### config.mk
export PLATFORM = sky130hd
export DESIGN_NAME = uart_tx_arbiter
export DESIGN_NICKNAME = d
export VERILOG_FILES = /design/src/rtl/uart_tx_arbiter_pkg.sv /design/src/rtl/uart_tx_arbiter_rr_pick.sv /design/src/rtl/uart_tx_arbiter.sv
export SDC_FILE = /design/constraint.sdc
export NUM_CORES = 1
export LEC_CHECK = 0
export ABC_AREA = 1
export ABC_CLOCK_PERIOD_IN_PS = 1900
export CAP_MARGIN = 0
export CORE_ASPECT_RATIO = 0.7
export CORE_MARGIN = 2
export CORE_UTILIZATION = 37
export CTS_CLUSTER_SIZE = 30
export DETAILED_ROUTE_END_ITERATION = 8
export PLACE_DENSITY = 0.77
export SLEW_MARGIN = 20
export SYNTH_ARGS = -nofsm -noshare
export SYNTH_HDL_FRONTEND = slang
export SYNTH_SLANG_ARGS = --single-unit
### constraint.sdc
create_clock -name clk_i -period 1.9 [get_ports clk_i]
set_input_delay 0.475 -clock clk_i [delete_from_list [all_inputs] [get_ports clk_i]]
set_output_delay 0.475 -clock clk_i [all_outputs]
set_load 0.005 [all_outputs]
### src/rtl/uart_tx_arbiter_pkg.sv
// Shared types for the UART TX arbiter: FSM state encoding and default byte width.
package uart_pkg;

  typedef enum logic [1:0] {
    IDLE      = 2'd0,
    LOAD      = 2'd1,
    START     = 2'd2,
    WAIT_DONE = 2'd3
  } uart_arb_state_e;

  localparam int UART_DATA_W = 8;

endpackage

### src/rtl/uart_tx_arbiter_rr_pick.sv
// Combinational round-robin picker: first asserted request at or after ptr_i,
// wrapping modulo NUM_REQ.
module rr_pick #(
  parameter  int NUM_REQ = 4,
  localparam int IDX_W   = $clog2(NUM_REQ)
) (
  input  logic [NUM_REQ-1:0] req_i,
  input  logic [IDX_W-1:0]   ptr_i,
  output logic               found_o,
  output logic [IDX_W-1:0]   idx_o
);

  // Scan from the farthest offset down so the nearest hit to ptr_i wins last.
  always_comb begin
    found_o = 1'b0;
    idx_o   = '0;
    for (int i = NUM_REQ - 1; i >= 0; i--) begin
      int k;
      k = int'(ptr_i) + i;
      if (k >= NUM_REQ) k = k - NUM_REQ;
      if (req_i[k]) begin
        found_o = 1'b1;
        idx_o   = IDX_W'(k);
      end
    end
  end

endmodule

### src/rtl/uart_tx_arbiter.sv
// Round-robin sharing of one UART transmitter among NUM_REQ byte sources.
// Optional watchdog on the end-of-frame wait: define UART_ARB_TIMEOUT_EN.
module uart_tx_arbiter
  import uart_pkg::*;
#(
  parameter  int NUM_REQ        = 4,
  parameter  int DATA_W         = UART_DATA_W,
  parameter  int TIMEOUT_CYCLES = 4096,
  localparam int IDX_W          = $clog2(NUM_REQ)
) (
  input  logic                      clk_i,
  input  logic                      rst_ni,
  input  logic [NUM_REQ-1:0]        req_valid_i,
  input  logic [NUM_REQ*DATA_W-1:0] req_data_i,
  output logic [NUM_REQ-1:0]        req_ready_o,
  output logic [DATA_W-1:0]         tx_data_o,
  output logic                      tx_byte_ready_o,
  output logic                      tx_t_byte_o,
  input  logic                      tx_done_i,
  output logic [IDX_W-1:0]          grant_id_o,
`ifdef UART_ARB_TIMEOUT_EN
  output logic                      timeout_o,
`endif
  output logic                      busy_o
);

  if (NUM_REQ < 2 || NUM_REQ > 8) begin : g_bad_num_req
    $error("uart_tx_arbiter: NUM_REQ must be 2..8");
  end
  if (TIMEOUT_CYCLES < 1) begin : g_bad_timeout
    $error("uart_tx_arbiter: TIMEOUT_CYCLES must be >= 1");
  end

  uart_arb_state_e   state_q, state_d;
  logic [IDX_W-1:0]  rr_ptr_q, rr_ptr_d;
  logic [IDX_W-1:0]  grant_q, grant_d;
  logic [DATA_W-1:0] hold_q, hold_d;
  logic              found;
  logic [IDX_W-1:0]  win;
  logic [IDX_W-1:0]  ptr_after;

  rr_pick #(.NUM_REQ(NUM_REQ)) u_pick (
    .req_i   (req_valid_i),
    .ptr_i   (rr_ptr_q),
    .found_o (found),
    .idx_o   (win)
  );

  assign ptr_after = (grant_q == IDX_W'(NUM_REQ - 1)) ? '0 : grant_q + 1'b1;

`ifdef UART_ARB_TIMEOUT_EN
  localparam int CNT_W = $clog2(TIMEOUT_CYCLES + 1);
  logic [CNT_W-1:0] cnt_q, cnt_d;
`endif

  always_comb begin
    state_d         = state_q;
    rr_ptr_d        = rr_ptr_q;
    grant_d         = grant_q;
    hold_d          = hold_q;
    req_ready_o     = '0;
    tx_byte_ready_o = 1'b0;
    tx_t_byte_o     = 1'b0;
`ifdef UART_ARB_TIMEOUT_EN
    cnt_d           = cnt_q;
    timeout_o       = 1'b0;
`endif
    unique case (state_q)
      IDLE: begin
        // No accept pulse while reset is asserted: the byte would be lost.
        if (found && rst_ni) begin
          req_ready_o[win] = 1'b1;
          hold_d           = req_data_i[int'(win)*DATA_W +: DATA_W];
          grant_d          = win;
          state_d          = LOAD;
        end
      end
      LOAD: begin
        tx_byte_ready_o = 1'b1;
        state_d         = START;
      end
      START: begin
        tx_t_byte_o = 1'b1;
        state_d     = WAIT_DONE;
`ifdef UART_ARB_TIMEOUT_EN
        cnt_d       = '0;
`endif
      end
      WAIT_DONE: begin
        if (tx_done_i) begin
          state_d  = IDLE;
          rr_ptr_d = ptr_after;
        end
`ifdef UART_ARB_TIMEOUT_EN
        else if (cnt_q == CNT_W'(TIMEOUT_CYCLES)) begin
          timeout_o = 1'b1;
          state_d   = IDLE;
          rr_ptr_d  = ptr_after;
        end else begin
          cnt_d = cnt_q + 1'b1;
        end
`endif
      end
      default: state_d = IDLE;
    endcase
  end

  always_ff @(posedge clk_i) begin
    if (!rst_ni) begin
      state_q  <= IDLE;
      rr_ptr_q <= '0;
      grant_q  <= '0;
      hold_q   <= '0;
`ifdef UART_ARB_TIMEOUT_EN
      cnt_q    <= '0;
`endif
    end else begin
      state_q  <= state_d;
      rr_ptr_q <= rr_ptr_d;
      grant_q  <= grant_d;
      hold_q   <= hold_d;
`ifdef UART_ARB_TIMEOUT_EN
      cnt_q    <= cnt_d;
`endif
    end
  end

  assign tx_data_o  = hold_q;
  assign grant_id_o = grant_q;
  assign busy_o     = (state_q != IDLE);

endmodule

==> metrics.md, run 1 <==
| Metric | Value |
|---|---|
| CP arrival | 1880 ps |
| Pins Over Slew Limit | 0 |
| Power Density | 1150 nW/µm² |
| Fin util | 80.0% |
| Ant. Diodes | 0 |
| Logic pwr share | 69.6% |
| Number of global-route vias before repair | 1591 |
| Clock power frac | 11.8% |
| Total wire length | 5380 µm |
| Worst slew pin tran | 184 ps |
| Final setup viols | 7 |
| I/O Pins | 56 |
| Xor/xnor share of the synthesized area | 0% |
| Synth Instances | 200 |
| Final min period | 2360 ps |
| Fraction of the mapped netlist area in simple logic gates | 55.0% |
| Synth Area in Adders | 5.42% |
| Sink Count | 14 |
| Num rows | 16 |
| Run status | finished with violations |
| Max IR drop VDD | 966 µV |
| Synth Area in Compound Gates | 3.90% |
| Switch share | 42.8% |
| DRC | 0 |
| Cell Area, Synth | 1150 µm² |
| Setup WS post-layout | -458 ps |
| Detailed-route via count | 1690 |
| Clock Latency Late Sink | 250 ps |
| Gpl congestion | 0.971 |
| Final Total Pwr | 0.00266 W |
| Syn nets | 244 |
| Yosys reg bits | 14 |
| Fmax | 424 MHz |
| # H-tree levels | 1 |
| RSZ-0062 raised after global routing | yes |
| Initial DRC count | 133 |
| Slew headroom | 87.7% |
| Setup WS pre-CTS | -965 ps |
| # nets final | 337 |
| Vias/cell | 5.15 |
| Max_cap viols | 0 |
| Post-DP HPWL | 2930 µm |
| CORE AREA | 2880 µm² |
| Layout cells sized above 1 | 37.7% |
| Post-synthesis mux area share | 0% |
| CTS buffer count | 3 |
| Wire per inst | 16.4 µm |
| Failing checks | negative setup slack |
| Pleak | 1.11 nW |
| Hold Violations, Final | 0 |
| DRT Pass-1 Iters | 5 |
| Sequential power share | 18.6% |
| Register-to-Register Path Depth | 18 |
| Inst Count DP | 311 |
| Clock transition at path regs | 70 ps |
| GRT Resource Usage Total | 27.9% |
| WHS Path Cells | 2 |
| Post-synthesis cell type count | 21 |
| Die H | 50.7 µm |
| First-pass GRT wire length | 7750 µm |
| Critical Setup Path Class | reg2out |
| Hold crit path type | reg2reg |
| Initial antenna violation count | 0 |
| Seq/Total Area, Yosys | 24.3% |
| Sw power | 0.00114 W |
| Startpoint types | flip-flop |
| Initial core utilization | 40.1% |
| Final Skew | 0.834 ps |
| Largest net degree at the start of global routing | 15 |
| Fin cells | 328 |
| CTS Hold Buffers Added | 0 |
| Worst-path fanout max | 8 |
| Die Wd | 70.8 µm |
| Total grt overflow | 0 |
| Layout Area Growth over Synthesis | 99.8% |
| Port Buffers | 55 |
| Critical path endpoint category | primary output |
| CP Data Required Time | 1420 ps |
| Fin crit share | 124% |
| Synth warn | 0 |
| Avg Synthesized Cell Area | 5.77 µm² |
| Die ar. | 3590 µm² |
| Largest family of logic cells by synthesized area | simple AND/OR/NAND/NOR gates |
| TritonCTS clock tree | yes |
| Final ANT Viol Nets | 0 |
| Pint | 0.00152 W |
| Root Driver | clkbuf_8 |
| Clk buf depth | 2 |
==> metal layers <==
layer | up-vias | routed length [µm] | global-route usage, %
li1 | 815 | - | -
met1 | 756 | 2150 | 35.5
met2 | 100 | 2550 | 46.4
met3 | 19 | 530 | 7.43
met4 | 0 | 140 | 8.49
met5 | - | 0 | 0
==> final timing paths <==
check	start	end	slack, ps
worst min register to register	tx_data_o[5]	tx_data_o[5]	470
worst max-delay path	rr_ptr_q[0]	req_ready_o[2]	-460
worst min-delay path	tx_data_o[5]	tx_data_o[5]	470
worst max register to register	rr_ptr_q[0]	state_q[1]	-290
==> cell usage after synthesis <==
library cell,instances,area (µm²)
and2_1,2,12.5
nand2_1,72,270
buf_2,1,5.00
inv_4,1,6.26
buf_4,2,15.0
a21oi_1,5,25.0
inv_1,19,71.3
nor2_2,4,25.0
o21ai_0,3,15.0
nor3_1,2,10.0
nand3_1,37,185
nand2_2,4,25.0
buf_6,2,22.5
inv_2,2,7.51
ha_1,5,62.6
clkbuf_1,1,3.75
nor2_1,20,75.1
o21ai_1,1,5.00
nand2_4,2,22.5
dfxtp_1,14,280
nand3_2,1,10.0
==> sequential cells by signal (all words and copies together) (netlist names) <==
register / cells
grant_id_o: 2
tx_data_o: 8
rr_ptr_q: 2
state_q: 2
==> layout make-up <==
class / count / area (µm²)
fill: 197 / 576
tap: 36 / 45.0
inverter: 22 / 97.6
sequential: 14 / 285
multi-input combinational: 158 / 962
timing repair buffer: 94 / 862
clock buffer: 4 / 55.1
==> kinds of logic after synthesis <==
family                   Yosys count
adder cells (fa/ha/maj)            5
flip-flops                        14
AND/OR/NAND/NOR                  144
buffers and inverters             28
AO/OA/AOI/OAI                      9
==> power by group through the flow <==
stage / clock network (W) / registers (W) / logic [W]
3_5_place_dp: 0 / 0.000487 / 0.00139
2_1_floorplan: 0 / 0.000489 / 0.000695
6_report: 0.000313 / 0.000494 / 0.00185
5_1_grt: 0.000321 / 0.000509 / 0.00198
4_1_cts: 0.000308 / 0.000485 / 0.00163
3_3_place_gp: 0 / 0.000481 / 0.00139
==> critical path, stage by stage (launching register included) <==
cell	delay, ps
dfxtp_4	400
inv_8	90
nand2_4	60
nand2_4	90
nand2_4	70
buf_4	140
nand2_1	70
inv_1	50
nand2_1	100
nand2_2	130
nor2_4	150
inv_2	50
nor2_2	100
buf_2	120
==> per-stage QoR <==
| stage | hold WS, ps | instance area, µm² | TNS (ps) |
|---|---|---|---|
| after floorplan | 464 | 1170 | 0 |
| after global placement | 458 | 1910 | -6950 |
| after detailed placement | 466 | 1910 | -7670 |
| after CTS | 476 | 2220 | -1290 |
| after global routing | 495 | 2310 | -3110 |
| final | 472 | 2310 | -2210 |
==> layout by cell type, fill, tap and decap left out, drive strengths merged <==
cell type,count
and2,2
a21oi,5
nor2,24
clkbuf,5
dlygate4sd2,4
buf,43
nand3,38
dfxtp,14
nand2,78
ha,5
o21ai,4
nor3,2
clkdlybuf4s15,1
inv,22
clkdlybuf4s50,45
==> repair_timing <==
item                       CTS  global route
setup endpoints to repair   16            15
pin swaps                   25            19
gates resized for setup     76            32
setup buffers               22             1
No activity file was read; power rests on OpenSTA's default activity.
==> run 2, diff against run 1 <==
--- a/config.mk
+++ b/config.mk
@@ -18,3 +18,4 @@
 export SYNTH_ARGS = -nofsm -noshare
 export SYNTH_HDL_FRONTEND = slang
 export SYNTH_SLANG_ARGS = --single-unit
+export TNS_END_PERCENT = 5
==> constraint.sdc (replaced) <==
create_clock -name clk_i -period 1.9 [get_ports clk_i]
set_input_delay 0.475 -clock clk_i [delete_from_list [all_inputs] [get_ports clk_i]]
set_output_delay 0.475 -clock clk_i [all_outputs]
set_load 0.05 [all_outputs]
==> run 2 against run 1 <==
The flow still finishes with violations (negative setup slack). Die area unchanged. Sequential share of layout area increased by 0.18 points. Fmax increased by 1.6%. Clock power decreased by 5%. Largest power group unchanged. Highest routed layer unchanged. Core utilization decreased by 0.82 points. Sequential cell count unchanged.
==> metrics.md, run 2 (synthesis results as in run 1) <==
| Metric | Value |
|---|---|
| Setup WS post-layout | -422 ps (+36.3 ps) |
| Clk buf depth | 2 (unchanged) |
| Number of global-route vias before repair | 1490 (-6.3%) |
| Total grt overflow | 0 (unchanged) |
| First-pass GRT wire length | 6510 µm (-16%) |
| Root Driver | clkbuf_8 |
| Initial core utilization | 40.1% (unchanged) |
| Initial antenna violation count | 0 (unchanged) |
| Largest net degree at the start of global routing | 15 (unchanged) |
| Register-to-Register Path Depth | 14 (-4) |
| Reg2Reg Capture Point | tx_data_o[1] |
| CP arrival | 1850 ps (-30 ps) |
| Sw power | 0.00153 W (+35%) |
| Pins Over Slew Limit | 0 (unchanged) |
| Power Density | 1340 nW/µm² (+16%) |
| Critical Setup Path Class | reg2out |
| Gpl congestion | 0.835 (-14%) |
| Fin crit share | 122% (-1.9 points) |
| Die H | 50.7 µm (unchanged) |
| Reg2reg setup slack | 0 ps (+290 ps) |
| Final setup viols | 5 (-2) |
| Detailed-route via count | 1612 (-4.6%) |
| Slew headroom | 80.8% (-6.9 points) |
| Clock transition at path regs | 60 ps (about the same) |
| Startpoint types | flip-flop |
| Critical path endpoint category | primary output |
| Critical Path Source | rr_ptr_q[0] |
| Fin cells | 320 (-2.4%) |
| Run status | finished with violations |
| Wire per inst | 13.5 µm (-18%) |
| Sequential power share | 16.5% (-2.1 points) |
| Port Buffers | 55 (unchanged) |
| Max_cap viols | 0 (unchanged) |
| Hold crit path type | reg2reg |
| Final Skew | 2.23 ps (+1.40 ps) |
| RR Startpoint | rr_ptr_q[0] |
| Area of placed instances | 2040 µm² (+6.7%) |
| Fillers | 193 (-2.0%) |
| Max reg flops | 8 (unchanged) |
| CORE AREA | 2880 µm² (unchanged) |
| Pint | 0.00153 W (+0.66%) |
| Initial DRC count | 112 (-16%) |
| Worst slew pin tran | 286 ps (+102 ps) |
| CTS Hold Buffers Added | 0 (unchanged) |
| Sink Count | 14 (unchanged) |
| Layout Area Growth over Synthesis | 97.7% |
| Clock Latency Late Sink | 250 ps (about the same) |
| Worst setup path endpoint | req_ready_o[0] |
| Post-DP HPWL | 2960 µm (+0.90%) |
| GRT Resource Usage Total | 22.8% (-5.1 points) |
| Clock power frac | 9.7% (-2.1 points) |
| Final instance area | 2280 µm² (-1.0%) |
| Logic pwr share | 73.9% (+4.3 points) |
| Vias/cell | 5.04 (-2.2%) |
| Final ANT Viol Nets | 0 (unchanged) |
| Inst Count DP | 313 (+0.64%) |
| Ant. Diodes | 0 (unchanged) |
| Final Total Pwr | 0.00306 W (+15%) |
| Worst-path fanout max | 8 (unchanged) |
| Die ar. | 3590 µm² (unchanged) |
| Fin util | 79.2% (-0.82 points) |
| Commonest non-fill, non-tap cell in the layout | nand2_1 |
| Num rows | 16 (unchanged) |
| # nets final | 329 (-2.4%) |
| CP Data Required Time | 1420 ps (about the same) |
| # H-tree levels | 1 (unchanged) |
| TritonCTS clock tree | yes |
| Layout cells sized above 1 | 39.1% (+1.4 points) |
| RSZ-0062 raised after global routing | yes |
| Most frequent cells in the layout | nand2_1, clkdlybuf4s50_1, buf_4 |
| Fmax | 431 MHz (+1.6%) |
| Hold WS | 480 ps (+8.16 ps) |
| DRT Pass-1 Iters | 5 (unchanged) |
| Pleak | 1.12 nW (about the same) |
| Min-delay src | tx_data_o[3] |
| I/O Pins | 56 (unchanged) |
| Failing checks | negative setup slack |
| Switch share | 50.1% (+7.2 points) |
| CTS buffer count | 3 (unchanged) |
| DRC | 0 (unchanged) |
| Hold Violations, Final | 0 (unchanged) |
| Max IR drop VDD | 1340 µV (+39%) |
| Die Wd | 70.8 µm (unchanged) |
| Final min period | 2320 ps (-36.3 ps) |
| Total wire length | 4320 µm (-20%) |
## run 2: cell count changes in the layout (fill, tap and decap cells not counted), sizes merged
cell | before | now
buf | 43 | 50
clkbuf | 5 | 4
clkdlybuf4s15 | 1 | 2
clkdlybuf4s50 | 45 | 34
dlygate4sd2 | 4 | 0
## run 2: repair_timing
item / CTS / global route
gates resized for setup: 44 / 21
pin swaps: 17 / 7
setup buffers: 3 / 1
setup endpoints to repair: 14 / 13
## run 2: worst min path at each step
stage                              end  depth (start not counted)
after detailed placement  tx_data_o[6]                          2
after floorplan             state_q[1]                          2
final                     tx_data_o[3]                          2
after global placement    tx_data_o[7]                          2
after global routing      tx_data_o[6]                          2
after CTS                 tx_data_o[6]                          2
## run 2: worst max-delay path: stages, from the launching register on
cell and delay [ps]:
dfxtp_4 390, inv_8 100, nand2_2 60, nand2_2 110
nand2_4 80, nand2_4 90, nor2_4 40, nand2_2 90
nand3_4 100, buf_6 140, nor3_4 220, buf_12 170
## run 2: cell type report
| class | instances | area (µm²) | share of cell area (%) |
|---|---|---|---|
| Multi-Input combinational cell | 158 | 946 | 41.4 |
| Sequential cell | 14 | 287 | 12.5 |
| Inverter | 22 | 97.6 | 4.27 |
| Timing Repair Buffer | 86 | 853 | 37.4 |
| Tap cell | 36 | 45.0 | 1.97 |
| Clock buffer | 4 | 55.1 | 2.41 |
## run 2: metal layers
| metal | track usage, % | wire (µm) | share of wire [%] |
|---|---|---|---|
| met1 | 30.3 | 1970 | 46 |
| met2 | 38.3 | 2020 | 47 |
| met3 | 5.42 | 308 | 7.1 |
| met4 | 3.77 | 24 | 0.56 |
| met5 | 0 | 0 | 0 |
## run 2: through the flow
stage | TNS, ps | setup slack (ps)
floorplan | -905 | -265
global placement | -6930 | -689
detailed placement | -7410 | -719
CTS | -1310 | -343
global route | -2400 | -496
finish | -1610 | -422
## run 2: power groups by stage
stage / Sequential, W / Clock (W) / Combinational (W)
after floorplan: 0.000792 / 0 / 0.000921
after detailed placement: 0.000494 / 0 / 0.00205
final: 0.000504 / 0.000297 / 0.00226
after CTS: 0.000495 / 0.000299 / 0.00215
after global placement: 0.000491 / 0 / 0.00203
after global routing: 0.000519 / 0.000311 / 0.00241
==> run 3, diff against run 2 <==
--- a/config.mk
+++ b/config.mk
@@ -10,10 +10,11 @@
 export CAP_MARGIN = 0
 export CORE_ASPECT_RATIO = 0.7
 export CORE_MARGIN = 2
-export CORE_UTILIZATION = 37
+export CORE_UTILIZATION = 38
+export CTS_BUF_LIST = sky130_fd_sc_hd__clkbuf_8
 export CTS_CLUSTER_SIZE = 30
 export DETAILED_ROUTE_END_ITERATION = 8
-export PLACE_DENSITY = 0.77
+export PLACE_DENSITY = 0.79
 export SLEW_MARGIN = 20
 export SYNTH_ARGS = -nofsm -noshare
 export SYNTH_HDL_FRONTEND = slang
==> run 3 against run 2 <==
The run still ends with negative setup slack left. Cell area rose by 4.0%. Final cell count rose by 3.1%. Sequential power fell by 1%. Non-clock buffer count rose by 11. Die area fell by 2.5%.
==> metrics.md, run 3 (synthesis results as in run 1) <==
| Metric | Value |
|---|---|
| Max reg flops | 8 (unchanged) |
| Die ar. | 3500 µm² (-2.5%) |
| Hold WS | 493 ps (+12.7 ps) |
| Min-delay src | tx_data_o[3] |
| Run status | finished with violations |
| TritonCTS clock tree | yes |
| Sink Count | 14 (unchanged) |
| RR Startpoint | rr_ptr_q[0] |
| Largest net degree at the start of global routing | 15 (unchanged) |
| Die H | 50.1 µm (-1.2%) |
| Clock Latency Late Sink | 250 ps (about the same) |
| CP Data Required Time | 1420 ps (about the same) |
| Startpoint types | input pin |
| Buf/Inv on CP | 5 (+2) |
| # H-tree levels | 1 (unchanged) |
| Ant. Diodes | 0 (unchanged) |
| CTS buffer count | 3 (unchanged) |
| Family with the most delay on the worst path | simple AND/OR/NAND/NOR gates |
| RSZ-0062 raised after global routing | yes |
| Clk buf depth | 2 (unchanged) |
| Max_cap viols | 0 (unchanged) |
| First-pass GRT wire length | 7080 µm (+8.7%) |
| Hold endpoint | tx_data_o[3] |
| Number of global-route vias before repair | 1601 (+7.4%) |
| GRT Resource Usage Total | 25.4% (+2.6 points) |
| Power Density | 1320 nW/µm² (-1.5%) |
| Vias/cell | 5.17 (+2.6%) |
| Final setup TNS | -3170 ps (-1560 ps) |
| Gpl congestion | 0.885 (+6.0%) |
| Max incr delay on CP | 270 ps (-120 ps) |
| Critical path endpoint category | primary output |
| Wire per inst | 15.7 µm (+16%) |
| Multi-input logic area | 966 µm² (+2.1%) |
| Final ANT Viol Nets | 0 (unchanged) |
| Cells along the critical path | dlygate4sd2_1 > inv_2 > nand2_2 > and2_4 > nand2_2 > nand2_2 > inv_1 > nand2_2 > nand2_2 > nand2_8 > buf_6 > nor2_4 > buf_12 |
| Sequential standard cell area | 283 µm² (-1.3%) |
| Failing checks | negative setup slack |
| Final min period | 2370 ps (+44.3 ps) |
| Die Wd | 69.9 µm (-1.3%) |
| Root Driver | clkbuf_8 |
| Port Buffers | 55 (unchanged) |
| Layout Area Growth over Synthesis | 106% |
| Pleak | 1.17 nW (+5.0%) |
| Pins Over Slew Limit | 0 (unchanged) |
| Num rows | 16 (unchanged) |
| Hold Violations, Final | 0 (unchanged) |
| Most frequent cells in the layout | nand2_1, buf_4, clkdlybuf4s50_1 |
| Register-to-Register Path Depth | 17 (+3) |
| # nets final | 340 (+3.3%) |
| Fmax | 423 MHz (-1.9%) |
| Clock transition at path regs | 70 ps (about the same) |
| Slew headroom | 80.4% (-0.43 points) |
| Crit-path slowest cell | dlygate4sd2_1 |
| Worst-path fanout max | 5 (-3) |
| Reg2reg setup slack | -190 ps (-190 ps) |
| CP arrival | 1890 ps (+40 ps) |
| DRT Pass-1 Iters | 4 (-1) |
| Detailed-route via count | 1705 (+5.8%) |
| CORE AREA | 2840 µm² (-1.4%) |
| Max IR drop VDD | 1240 µV (-7.6%) |
| Inst Count DP | 313 (unchanged) |
| Fin cells | 330 (+3.1%) |
| I/O Pins | 56 (unchanged) |
| WHS Path Cells | 2 (unchanged) |
| Hold crit path type | reg2reg |
| Critical Setup Path Class | in2out |
| CP dominant cell by count | nand2_2 |
| Total grt overflow | 0 (unchanged) |
| Initial DRC count | 111 (-0.89%) |
| Final setup viols | 12 (+7) |
| Fillers | 175 (-9.3%) |
| Fin crit share | 125% (+2.3 points) |
| Final Skew | 12.1 ps (+9.89 ps) |
| Layout cells sized above 1 | 42.9% (+3.8 points) |
| Reg2Reg Capture Point | tx_data_o[7] |
| DRC | 0 (unchanged) |
| Post-DP HPWL | 3090 µm (+4.5%) |
| Initial core utilization | 40.6% (+0.56 points) |
| Setup WS post-layout | -466 ps (-44.4 ps) |
| Total wire length | 5180 µm (+20%) |
| Initial antenna violation count | 0 (unchanged) |
| Worst slew pin tran | 292 ps (+6.38 ps) |
==> run 3: changes by cell type in the layout (fill, tap and decap cells not counted), sizes merged <==
cell	change
inv	-1
buf	+9
dlygate4sd2	+1
clkinv	+1
==> run 3: per-layer routing <==
layer | share of wire [%] | track usage (%)
met4 | 1.8 | 3.85
met2 | 49 | 45.4
met5 | 0 | 0
met1 | 42 | 31.7
met3 | 7.5 | 6.34
==> run 3: report_power, final <==
| part | internal, W | switching [W] |
|---|---|---|
| clock network | 0.000141 | 0.000121 |
| logic | 0.000976 | 0.00140 |
| registers | 0.000414 | 0.0000843 |
| total | 0.00153 | 0.00161 |
==> run 3: worst max-delay path by stage <==
stage	start	end	slack [ps]	depth (start not counted)
3_5_place_dp	req_valid_i[2]	req_ready_o[0]	-750	11
3_3_place_gp	req_valid_i[2]	req_ready_o[0]	-700	11
2_1_floorplan	req_valid_i[0]	req_ready_o[0]	-260	11
4_1_cts	rr_ptr_q[0]	req_ready_o[0]	-390	12
6_report	req_valid_i[1]	req_ready_o[2]	-470	13
5_1_grt	req_valid_i[0]	req_ready_o[2]	-530	14
==> run 3: layout make-up <==
type | instances | share of cell area (%)
Sequential cell | 14 | 11.9
Clock buffer | 3 | 1.74
Timing Repair Buffer | 97 | 39.3
Tap cell | 36 | 1.90
Inverter | 22 | 4.53
Multi-Input combinational cell | 158 | 40.7
==> run 3: worst min-delay path, cell delays in order, from the launching register on <==
cell and delay (ps):
dfxtp_1 320, nand3_1 80, nand2_1 50
==> run 3: stage by stage <==
| step | utilization (%) | worst slack, ps | cell area, µm² | total power [W] |
|---|---|---|---|---|
| 6_report | 83.5 | -466 | 2370 | 0.00314 |
| 5_1_grt | 83.5 | -533 | 2370 | 0.00331 |
| 4_1_cts | 77.9 | -388 | 2210 | 0.00291 |
| 3_5_place_dp | 71.0 | -753 | 2020 | 0.00252 |
| 3_3_place_gp | 71.0 | -705 | 2020 | 0.00248 |
| 2_1_floorplan | - | -265 | 1210 | 0.00171 |
==> run 3: timing repair <==
item / 4_1_cts / 5_1_grt
endpoints found under the setup margin: 14 / 12
resized for setup: 34 / 37
setup buffers: 9 / 5
pin swaps: 19 / 15
hold buffers: 0 / 0
